<file path="src/rtl/lv_rdchk256.sv">
// lv_rdchk256: self-synchronising checker for a 256-bit pseudo-random word stream.
// Optional stuck-zero detection is enabled by defining LV_RDCHK_ZERO_EN.
module lv_rdchk256 #(
    parameter int LOCK_CNT = 4,
    parameter int LOSS_CNT = 3,
    parameter int CNTW     = 16
) (
    input  logic            clk,
    input  logic            rst,
    input  logic            vld,
    input  logic [255:0]    din,
    output logic            locked,
    output logic            err,
    output logic [CNTW-1:0] errcnt,
    output logic [1:0]      state
);

    localparam int SW = (LOCK_CNT < 1) ? 1 : $clog2(LOCK_CNT + 1);
    localparam int MW = (LOSS_CNT < 1) ? 1 : $clog2(LOSS_CNT + 1);

    typedef enum logic [1:0] {
        IDLE = 2'd0,
        SYNC = 2'd1,
        LOCK = 2'd2
    } state_t;

    state_t          st;
    logic [255:0]    exp;
    logic [SW-1:0]   sync_cnt;
    logic [MW-1:0]   miss_cnt;
    logic [SW-1:0]   sync_next;
    logic [MW-1:0]   miss_next;
    logic [CNTW-1:0] errcnt_next;
    logic            match;

    // One step of the generator: shift right, bit 0 wraps to the top and feeds the taps.
    function automatic logic [255:0] step(input logic [255:0] x);
        step = {x[0], x[255], x[254] ^ x[0], x[253], x[252], x[251] ^ x[0],
                x[250:247], x[246] ^ x[0], x[245:1]};
    endfunction

    assign match       = (din == exp);
    assign sync_next   = sync_cnt + SW'(1);
    assign miss_next   = miss_cnt + MW'(1);
    assign errcnt_next = (errcnt == {CNTW{1'b1}}) ? errcnt : errcnt + CNTW'(1);
    assign state       = st;

    // In LOCK a mismatch flywheels exp forward so a single bad word does not break tracking.
    always_ff @(posedge clk or posedge rst) begin
        if (rst) begin
            st       <= IDLE;
            exp      <= '0;
            sync_cnt <= '0;
            miss_cnt <= '0;
            locked   <= 1'b0;
            err      <= 1'b0;
            errcnt   <= '0;
        end else begin
            err <= 1'b0;
            if (vld) begin
`ifdef LV_RDCHK_ZERO_EN
                if (din == '0) begin
                    if (st == LOCK) begin
                        err    <= 1'b1;
                        errcnt <= errcnt_next;
                    end
                    st       <= IDLE;
                    exp      <= '0;
                    sync_cnt <= '0;
                    miss_cnt <= '0;
                    locked   <= 1'b0;
                end else
`endif
                begin
                    case (st)
                        IDLE: begin
                            exp      <= step(din);
                            sync_cnt <= '0;
                            st       <= SYNC;
                            locked   <= 1'b0;
                        end
                        SYNC: begin
                            exp <= step(din);
                            if (match) begin
                                sync_cnt <= sync_next;
                                if (sync_next == SW'(LOCK_CNT)) begin
                                    st       <= LOCK;
                                    miss_cnt <= '0;
                                    locked   <= 1'b1;
                                end
                            end else begin
                                sync_cnt <= '0;
                            end
                        end
                        LOCK: begin
                            if (match) begin
                                exp      <= step(din);
                                miss_cnt <= '0;
                            end else begin
                                exp      <= step(exp);
                                err      <= 1'b1;
                                errcnt   <= errcnt_next;
                                miss_cnt <= miss_next;
                                if (miss_next == MW'(LOSS_CNT)) begin
                                    st     <= IDLE;
                                    locked <= 1'b0;
                                end
                            end
                        end
                        default: begin
                            st     <= IDLE;
                            locked <= 1'b0;
                        end
                    endcase
                end
            end
        end
    end

endmodule

</file>
<file path="config.mk">
export PLATFORM = sky130hd
export DESIGN_NAME = lv_rdchk256
export DESIGN_NICKNAME = d
export VERILOG_FILES = /design/src/rtl/lv_rdchk256.sv
export SDC_FILE = /design/constraint.sdc
export NUM_CORES = 1
export LEC_CHECK = 0
export CAP_MARGIN = 0
export CORE_MARGIN = 3
export CORE_UTILIZATION = 45
export DETAILED_ROUTE_END_ITERATION = 7
export GPL_ROUTABILITY_DRIVEN = 0
export HOLD_SLACK_MARGIN = 0.05
export PLACE_DENSITY = 0.7
export SETUP_SLACK_MARGIN = 0.3
export SYNTH_ARGS = -nofsm -noshare
export SYNTH_HDL_FRONTEND = slang
export SYNTH_SLANG_ARGS = --single-unit
</file>
<file path="constraint.sdc">
create_clock -name clk -period 13.9 [get_ports clk]
set_input_delay 2.78 -clock clk [delete_from_list [all_inputs] [get_ports clk]]
set_output_delay 2.78 -clock clk [all_outputs]
set_load 0.01 [all_outputs]
</file>
# [Word-level counts from Yosys, hierarchy flattened]
# Cells that the tools add are included.
[op_classes] addsub=3 eq_ne=10 mux=21 n_bitwise=8 n_reduce_logical=10
[op_table] operator="256-bit case mux with 2 select lines" count=1
[op_table] operator="256-bit == test" count=1
[op_table] operator="256-bit 2-to-1 mux" count=1
[op_table] operator="16-bit by 1-bit adder with 16-bit output (second input constant)" count=1
[op_table] operator="16-bit == test (second input constant)" count=1
[op_table] operator="2-bit 2-to-1 mux" count=7
[op_table] operator="2-bit inequality test (second input constant)" count=4
[op_table] operator="4-bit AND reduction" count=2
[op_table] operator="1-bit 2-to-1 mux" count=7
[op_table] operator="2-bit case mux with 3 select lines" count=1
[op_table] operator="3-bit case mux with 2 select lines" count=1
[op_table] operator="2-bit nonzero test" count=3
[op_table] operator="1-bit XOR" count=6
[op_table] operator="5-bit AND reduction" count=1
[op_table] operator="2-bit == test (second input constant)" count=2
[op_table] operator="2-bit case mux with 2 select lines" count=1
[op_table] operator="2-bit AND reduction" count=2
[op_table] operator="3-bit by 1-bit adder with 3-bit output (second input constant)" count=1
[op_table] operator="3-bit == test (second input constant)" count=1
[op_table] operator="3-bit 2-to-1 mux" count=1
[op_table] operator="2-bit by 1-bit adder with 2-bit output (second input constant)" count=1
[op_table] operator="2-bit by 1-bit == test with 1-bit output (second input constant)" count=1
[op_table] operator="2-bit zero test" count=1
[op_table] operator="1-bit NOT" count=2
[op_table] operator="other kinds (2)" count=2
[totals] ff_bits=281 input_bits=259 out_inout_bits=20 word_cells=59

# [Longest topological paths before layout]
# Gate-level depths: netlist (run 1).
[logic_depth] word_depth=5 ltp_mapped=10

# [Worst setup path before layout (run 1)]
# No wires, ideal clock.
[synth_path] path_kind="input -> register" from="input din[0]" to="register exp[100]" arrival_time_ps=4671 path_slack_ps=9093 path_stages=10 n_path_buf=3 path_cell_list="clkbuf_1 xnor2_1 nand4_1 nor4_1 nand4_1 o41ai_2 buf_2 buf_4 mux2i_1 a21oi_1"
[synth_between] elab_chain_len=3
[synth_rtl] item="start, declared" line_no="11" text="input logic [255:0] din,"
[synth_rtl] item="256-bit == test" line_no="42" text="assign match = (din == exp);"
[synth_rtl] item="256-bit 2-to-1 mux" line_no="96" text="if (match) begin"
[synth_rtl] item="256-bit case mux with 2 select lines" line_no="75" text="case (st)"
[synth_rtl] item="end signal, assigned" line_no="77" text="exp <= step(din);"
[synth_rtl] item="end signal, assigned" line_no="97" text="exp <= step(din);"
[synth_rtl] item="end signal, assigned" line_no="100" text="exp <= step(exp);"
[synth_rtl] item="end, declared" line_no="28" text="logic [255:0] exp;"
# Every way passes these cells.
# A chain may end at the register's enable or synchronous reset.

# [Worst setup path after layout (run 1)]
[layout_path] from="input din[128]" to="register exp[37]"
# The elaborated chain is that of the path after synthesis.

==> results of run 1 <==
-- how the worst min path moves through the flow --
stage | end | cells after the start | slack [ns]
3_3_place_gp | errcnt[8] | 1 | 0.48
5_1_grt | errcnt[4] | 1 | 0.53
3_5_place_dp | errcnt[3] | 1 | 0.51
2_1_floorplan | sync_cnt[1] | 2 | 0.48
4_1_cts | errcnt[3] | 1 | 0.52
6_report | errcnt[3] | 1 | 0.52
-- power groups by stage --
stage | clock network (mW) | registers (mW) | logic (mW)
after global placement | 0 | 0.961 | 0.387
after global routing | 0.952 | 0.961 | 0.425
after CTS | 0.923 | 0.951 | 0.395
after floorplan | 0 | 0.949 | 0.203
final | 0.908 | 0.953 | 0.398
after detailed placement | 0 | 0.965 | 0.392
-- sequential cells by signal (all words and copies together), names as in the netlist --
register  count
exp         256
errcnt       16
state         1
locked        1
sync_cnt      3
err           1
miss_cnt      2
-- cell type report --
| cell class | instances | area [µm²] | area share, % |
|---|---|---|---|
| timing repair buffer | 287 | 2890 | 14.5 |
| multi-input combinational | 1205 | 8260 | 41.5 |
| inverter | 5 | 26.3 | 0.132 |
| clock inverter | 8 | 83.8 | 0.421 |
| sequential | 280 | 7010 | 35.2 |
| clock buffer | 54 | 1070 | 5.37 |
| tap | 448 | 561 | 2.82 |
-- metrics by stage --
stage          total power, mW  worst slack [ns]  instance area, µm²  hold slack (ns)
6_report                  2.26              7.76               19900            0.515
5_1_grt                   2.34              7.65               19900            0.528
4_1_cts                   2.27              7.81               19900            0.515
3_5_place_dp              1.36              7.30               18700            0.506
3_3_place_gp              1.35              7.25               18700            0.478
2_1_floorplan             1.15              3.40               15700            0.479
-- layer usage --
metal	up-vias	wire, µm	GRT usage (%)
li1	5951	-	-
met1	6133	21900	37.7
met2	487	23700	43.4
met3	82	3780	4.65
met4	0	1580	8.01
met5	-	0	0
-- Yosys cell counts, types with 2 or more instances --
master / n
nand3_1: 9
mux2_2: 2
o21ai_0: 2
buf_2: 5
nor3_1: 8
xor2_1: 21
nor4_1: 22
mux2i_1: 256
nor2_1: 257
nand2_1: 17
dfrtp_1: 280
o21ai_1: 3
nand4_1: 73
nand2b_1: 3
xnor2_1: 257
and3_1: 3
o21bai_1: 2
a21oi_1: 254
inv_1: 5
buf_4: 25
clkbuf_1: 60
ha_1: 4
-- kinds of logic after synthesis --
| kind of cell | after synthesis |
|---|---|
| and+or+nand+nor | 399 |
| DFF | 280 |
| xor gates and xnor gates | 278 |
| AOI/OAI and AO/OA | 266 |
| muxes | 258 |
| buffers and inverters | 95 |
| adders and majority gates | 4 |
-- placed cells by master, fill, tap and decap left out, types with 2 or more instances in the layout --
master	n
clkbuf_1	8
clkbuf_16	36
xnor2_1	257
o21ai_0	2
and3_1	3
dfrtp_1	280
o21ai_1	3
clkbuf_8	10
nand2b_1	3
inv_1	4
nand2_1	17
mux2_2	2
nor2_1	257
ha_1	4
buf_12	3
inv_6	2
o21bai_1	2
nand4_1	73
mux2i_1	256
nor3_1	8
a21oi_1	253
buf_4	6
clkdlybuf4s50_1	278
xor2_1	21
nor4_1	21
nand3_1	9
clkinv_2	4
==> run_results.csv, run 1 <==
group,metric,value,unit
run_status,status,"finished, final reports clean",
critical_path,crit_cells,9,
critical_path,crit_type,"in2reg",
power,swShare,28.4,%
critical_path,cp_top_family,"buffers and inverters",
yosys,syn_area_per_cell,9.93,µm²
power,internal_power,1.62,mW
detailed_routing,drtAntennaViolNets,0,
floorplanning,die_x,193,µm
worst_hold_path,hp-start,"errcnt[3]",
power,power_frac_clock,40.2,%
power,p_leak,9.22,nW
floorplanning,coreArea,34000,µm²
global_route,grt_pass1_vias,12500,
yosys,synth_top_family_by_area,"multiplexers",
yosys,synth-main-ff-cell,"dfrtp_1",
global_route,overflow,0,
critical_path,crit_path_start_kind,"input port",
yosys,synthMuxAreaShare,16.5,%
critical_path,worstPathRequired,14.25,ns
yosys,synth.yosys.seq_area_share,44.6,%
yosys,synth_nets,1843,
sta,rsz0062_at_grt,"no",
yosys,yosys.area_share.xor_xnor,15.5,%
job,maxCapViolCount,0,
yosys,netlist-cell-type-count,34,
final_layout,diodes,0,
cts,post-cts-setup-buffer-count,0,
critical_path,cp_max_fo,130,
detailed_routing,routedWlPerCell,22.3,µm
cts,cts_tree,"yes",
final_layout,fin_cells,2287,
critical_path,slowest_stage,"buf_12",
floorplanning,dieArea,37100,µm²
critical_path,reg2reg_from,"exp[128]",
cts,cts-root-buf,"clkbuf_16",
critical_path,crit_chain,"clkdlybuf4s50_1, xnor2_1, nand4_1, nor4_1, nand4_1, o41ai_4, buf_12, mux2i_1, a21oi_1",
global_route,grt.total_usage,27.1,%
floorplanning,die_h,193,µm
yosys,yosysWarnings,0,
yosys,yosys.area.top_type,"dfrtp_1",
critical_path,cp.buffers_inverters,2,
floorplanning,initial_core_util,46.2,%
yosys,synth_area_leaders,"dfrtp_1, mux2i_1, xnor2_1, a21oi_1, nor2_1",
floorplanning,num_io_pins,279,
yosys,synthAdderAreaFrac,0.319,%
global_route,grt_max_degree,287,
final_layout,drive_above_1_share,3.81,%
critical_path,r2r_setup_slack,10.05,ns
cts,clk-insertion-delay-late,0.52,ns
yosys,postSynth.asyncResetShare,100,%
final_layout,fill_cells,2907,
critical_path,crit_arrival,6.49,ns
critical_path,worstRegToRegCells,8,
sta,relSlewSlack,19.3,%
cts,clock_path_buffers,3,
sta,worst_slew_pin_slew,1.21,ns
yosys,syn_inst,1580,
place,portBuffers,278,
yosys,syn_area,15700,µm²
sta,period_share,44.2,%
place,dp.cells,2225,
detailed_routing,drc,0,
critical_path,cp_common_cell,"nand4_1",
critical_path,crit_path_end,"exp[37]",
sta,setup-tns-final,0,ns
yosys,ys_ff_latch,280,
detailed_routing,drtIter0Drc,1207,
final_layout,syn_to_final_growth,26.8,%
power,p_seq_share,42.2,%
cts,htree_num_levels,2,
critical_path,crit_path_start,"din[128]",
final_layout,nets,2077,
critical_path,critPathMaxStageDelay,0.70,ns
cts,clk_pin_slew,0.06,ns
global_route,grt_pass1_wl,74700,µm
sta,hold_viol_final,0,
detailed_routing,totalWireLength,50900,µm
sta,slew_violations,0,
place,dpl.hpwl,38300,µm
final_layout,utilization,58.6,%
sta,min_period,6.14,ns
critical_path,reg2reg_to,"exp[37]",
floorplanning,rows,67,
cts,postCtsHoldBufs,0,
sta,finalClockSkew,0.0222,ns
cts,post_cts_resize_count,0,
detailed_routing,firstDrtPassIters,5,
yosys,synth_compound_area_share,8.68,%
power,combPwrFrac,17.6,%
detailed_routing,vias_per_cell,5.53,
yosys,yosys.area_share.simple,11.4,%
worst_hold_path,hp-class,"reg2reg",
power,peakVddDrop,0.0753,mV
cts,cts_inserted_buffers,35,
sta,clock.fmax,163,MHz
power,power.density,114,nW/µm²
power,p_sw,0.642,mW
yosys,synth_edf_count,0,
cts,cts.sinks,280,
global_route,antenna_found_initial,1,
detailed_routing,via_count,12700,
sta,setup_viol,0,
yosys,synth_top_area_share,44.6,%
critical_path,end_kind,"flip-flop",
(Power assumes the default switching activity.)
==> run 2, diff against run 1 <==
==> constraint.sdc (replaced) <==
create_clock -name clk -period 6.3 [get_ports clk]
set_input_delay 1.26 -clock clk [delete_from_list [all_inputs] [get_ports clk]]
set_output_delay 1.26 -clock clk [all_outputs]
set_load 0.01 [all_outputs]
==> run_results.csv, run 2 (synthesis gave the netlist of run 1 again) <==
group,metric,value,unit
run_status,status,"finished, final reports clean",
cts,clock_path_buffers,3,
cts,post-cts-setup-buffer-count,0,
job,maxCapViolCount,0,
place,portBuffers,278,
critical_path,worstRegToRegCells,8,
final_layout,final_cell_mix,"dfrtp_1, clkdlybuf4s50_1, xnor2_1, nor2_1, mux2i_1",
worst_hold_path,hp-class,"reg2reg",
power,p_total,4.87,mW
detailed_routing,firstDrtPassIters,6,
global_route,grt.total_usage,27.0,%
critical_path,crit_chain,"clkdlybuf4s50_1, xnor2_1, nand4_1, nor4_1, nand4_1, o41ai_4, buf_12, mux2i_1, a21oi_1",
critical_path,crit_cells,9,
cts,clk-insertion-delay-late,0.51,ns
final_layout,layout_commonest_cell,"dfrtp_1",
critical_path,cp_top_family,"buffers and inverters",
global_route,grt_max_degree,197,
power,p_leak,9.19,nW
power,swShare,28.6,%
cts,htree_num_levels,2,
cts,cts_inserted_buffers,35,
detailed_routing,via_count,12700,
sta,min_period,4.58,ns
sta,hold_viol_final,0,
final_layout,reg_top3,"exp x256, errcnt x16, sync_cnt x3",
cts,postCtsHoldBufs,0,
final_layout,top_register,"exp",
global_route,antenna_found_initial,0,
final_layout,drive_above_1_share,3.53,%
floorplanning,coreArea,34000,µm²
place,dp.cells,2228,
final_layout,largest_reg_flops,256,
sta,rsz0062_at_grt,"no",
critical_path,cp_max_fo,87,
final_layout,nets,2080,
detailed_routing,drtAntennaViolNets,0,
global_route,grt_pass1_vias,12400,
critical_path,critPathMaxStageDelay,0.74,ns
cts,cts_tree,"yes",
critical_path,crit_arrival,4.94,ns
critical_path,cp_common_cell,"nand4_1",
place,dpl.hpwl,38800,µm
sta,worst_slew_pin_slew,0.886,ns
detailed_routing,drtIter0Drc,1115,
critical_path,worstPathRequired,6.66,ns
sta,relSlewSlack,40.9,%
sta,setup-tns-final,0,ns
sta,setup_viol,0,
floorplanning,die_x,193,µm
global_route,grt_pass1_wl,74500,µm
floorplanning,rows,67,
critical_path,crit_type,"in2reg",
sta,finalClockSkew,0.0192,ns
global_route,overflow,0,
place,placed_cell_area,18800,µm²
power,power_frac_clock,38.8,%
critical_path,crit_path_start_kind,"input port",
floorplanning,num_io_pins,279,
final_layout,syn_to_final_growth,26.6,%
floorplanning,die_h,193,µm
power,power.density,245,nW/µm²
critical_path,end_kind,"flip-flop",
cts,clk_pin_slew,0.06,ns
cts,cts.sinks,280,
detailed_routing,vias_per_cell,5.55,
power,p_seq_share,43.1,%
sta,period_share,72.7,%
detailed_routing,routedWlPerCell,22.3,µm
worst_hold_path,hold_depth,1,
cts,post_cts_resize_count,0,
power,combPwrFrac,18.1,%
power,p_sw,1.40,mW
detailed_routing,drc,0,
floorplanning,dieArea,37100,µm²
power,peakVddDrop,0.181,mV
sta,clock.fmax,218,MHz
final_layout,diodes,0,
sta,worst_slack,1.72,ns
sta,slew_violations,0,
place,dpl_worst_slack,1.29,ns
power,internal_power,3.48,mW
cts,cts-root-buf,"clkbuf_16",
floorplanning,initial_core_util,46.2,%
final_layout,final_area,19900,µm²
critical_path,cp.buffers_inverters,2,
detailed_routing,totalWireLength,50900,µm
critical_path,slowest_stage,"o41ai_4",
final_layout,fin_cells,2287,
## run 2: changes by cell type in the layout (fill, tap and decap cells not counted)
cell / previous run / this run
clkinv_2: 4 / 0
inv_8: 1 / 0
buf_4: 6 / 5
clkinvlp_4: 0 / 2
clkbuf_8: 10 / 8
buf_12: 3 / 7
clkbuf_16: 36 / 35
clkinv_8: 1 / 0
bufinv_16: 1 / 0
clkbuf_1: 8 / 13
## run 2: final timing paths
| kind | slack [ns] | to | startpoint |
|---|---|---|---|
| setup reg to reg | 2.50 | exp[95] | exp[128] |
| min in group asynchronous | 1.20 | exp[38] | rst |
| setup / recovery | 1.72 | exp[95] | din[128] |
| hold / removal | 0.49 | errcnt[4] | errcnt[4] |
| hold reg to reg | 0.49 | errcnt[4] | errcnt[4] |
| max in group asynchronous | 3.87 | exp[160] | rst |
## run 2: power groups by stage
stage	clock network, mW	logic, mW	registers [mW]
2_1_floorplan	0	0.449	2.09
3_3_place_gp	0	0.858	2.12
3_5_place_dp	0	0.868	2.13
4_1_cts	1.91	0.876	2.10
5_1_grt	1.98	0.941	2.12
6_report	1.89	0.882	2.10
## run 2: stage by stage
stage,hold WS [ns],utilization [%]
3_3_place_gp,0.477,55.4
6_report,0.495,58.5
4_1_cts,0.503,58.5
3_5_place_dp,0.491,55.4
2_1_floorplan,0.479,-
5_1_grt,0.517,58.5
## run 2: layout make-up
type / count / area, µm²
clock buffer: 56 / 1030
clock inverter: 3 / 25.0
fill: 2920 / 14100
inverter: 5 / 22.5
multi-input combinational: 1205 / 8260
sequential: 280 / 7010
tap: 448 / 561
timing repair buffer: 290 / 2960
## run 2: metal layers
metal / track usage [%] / routed length [µm]
met5: 0 / 0
met2: 43.6 / 23700
met4: 7.99 / 1610
met1: 37.1 / 21400
met3: 5.36 / 4150
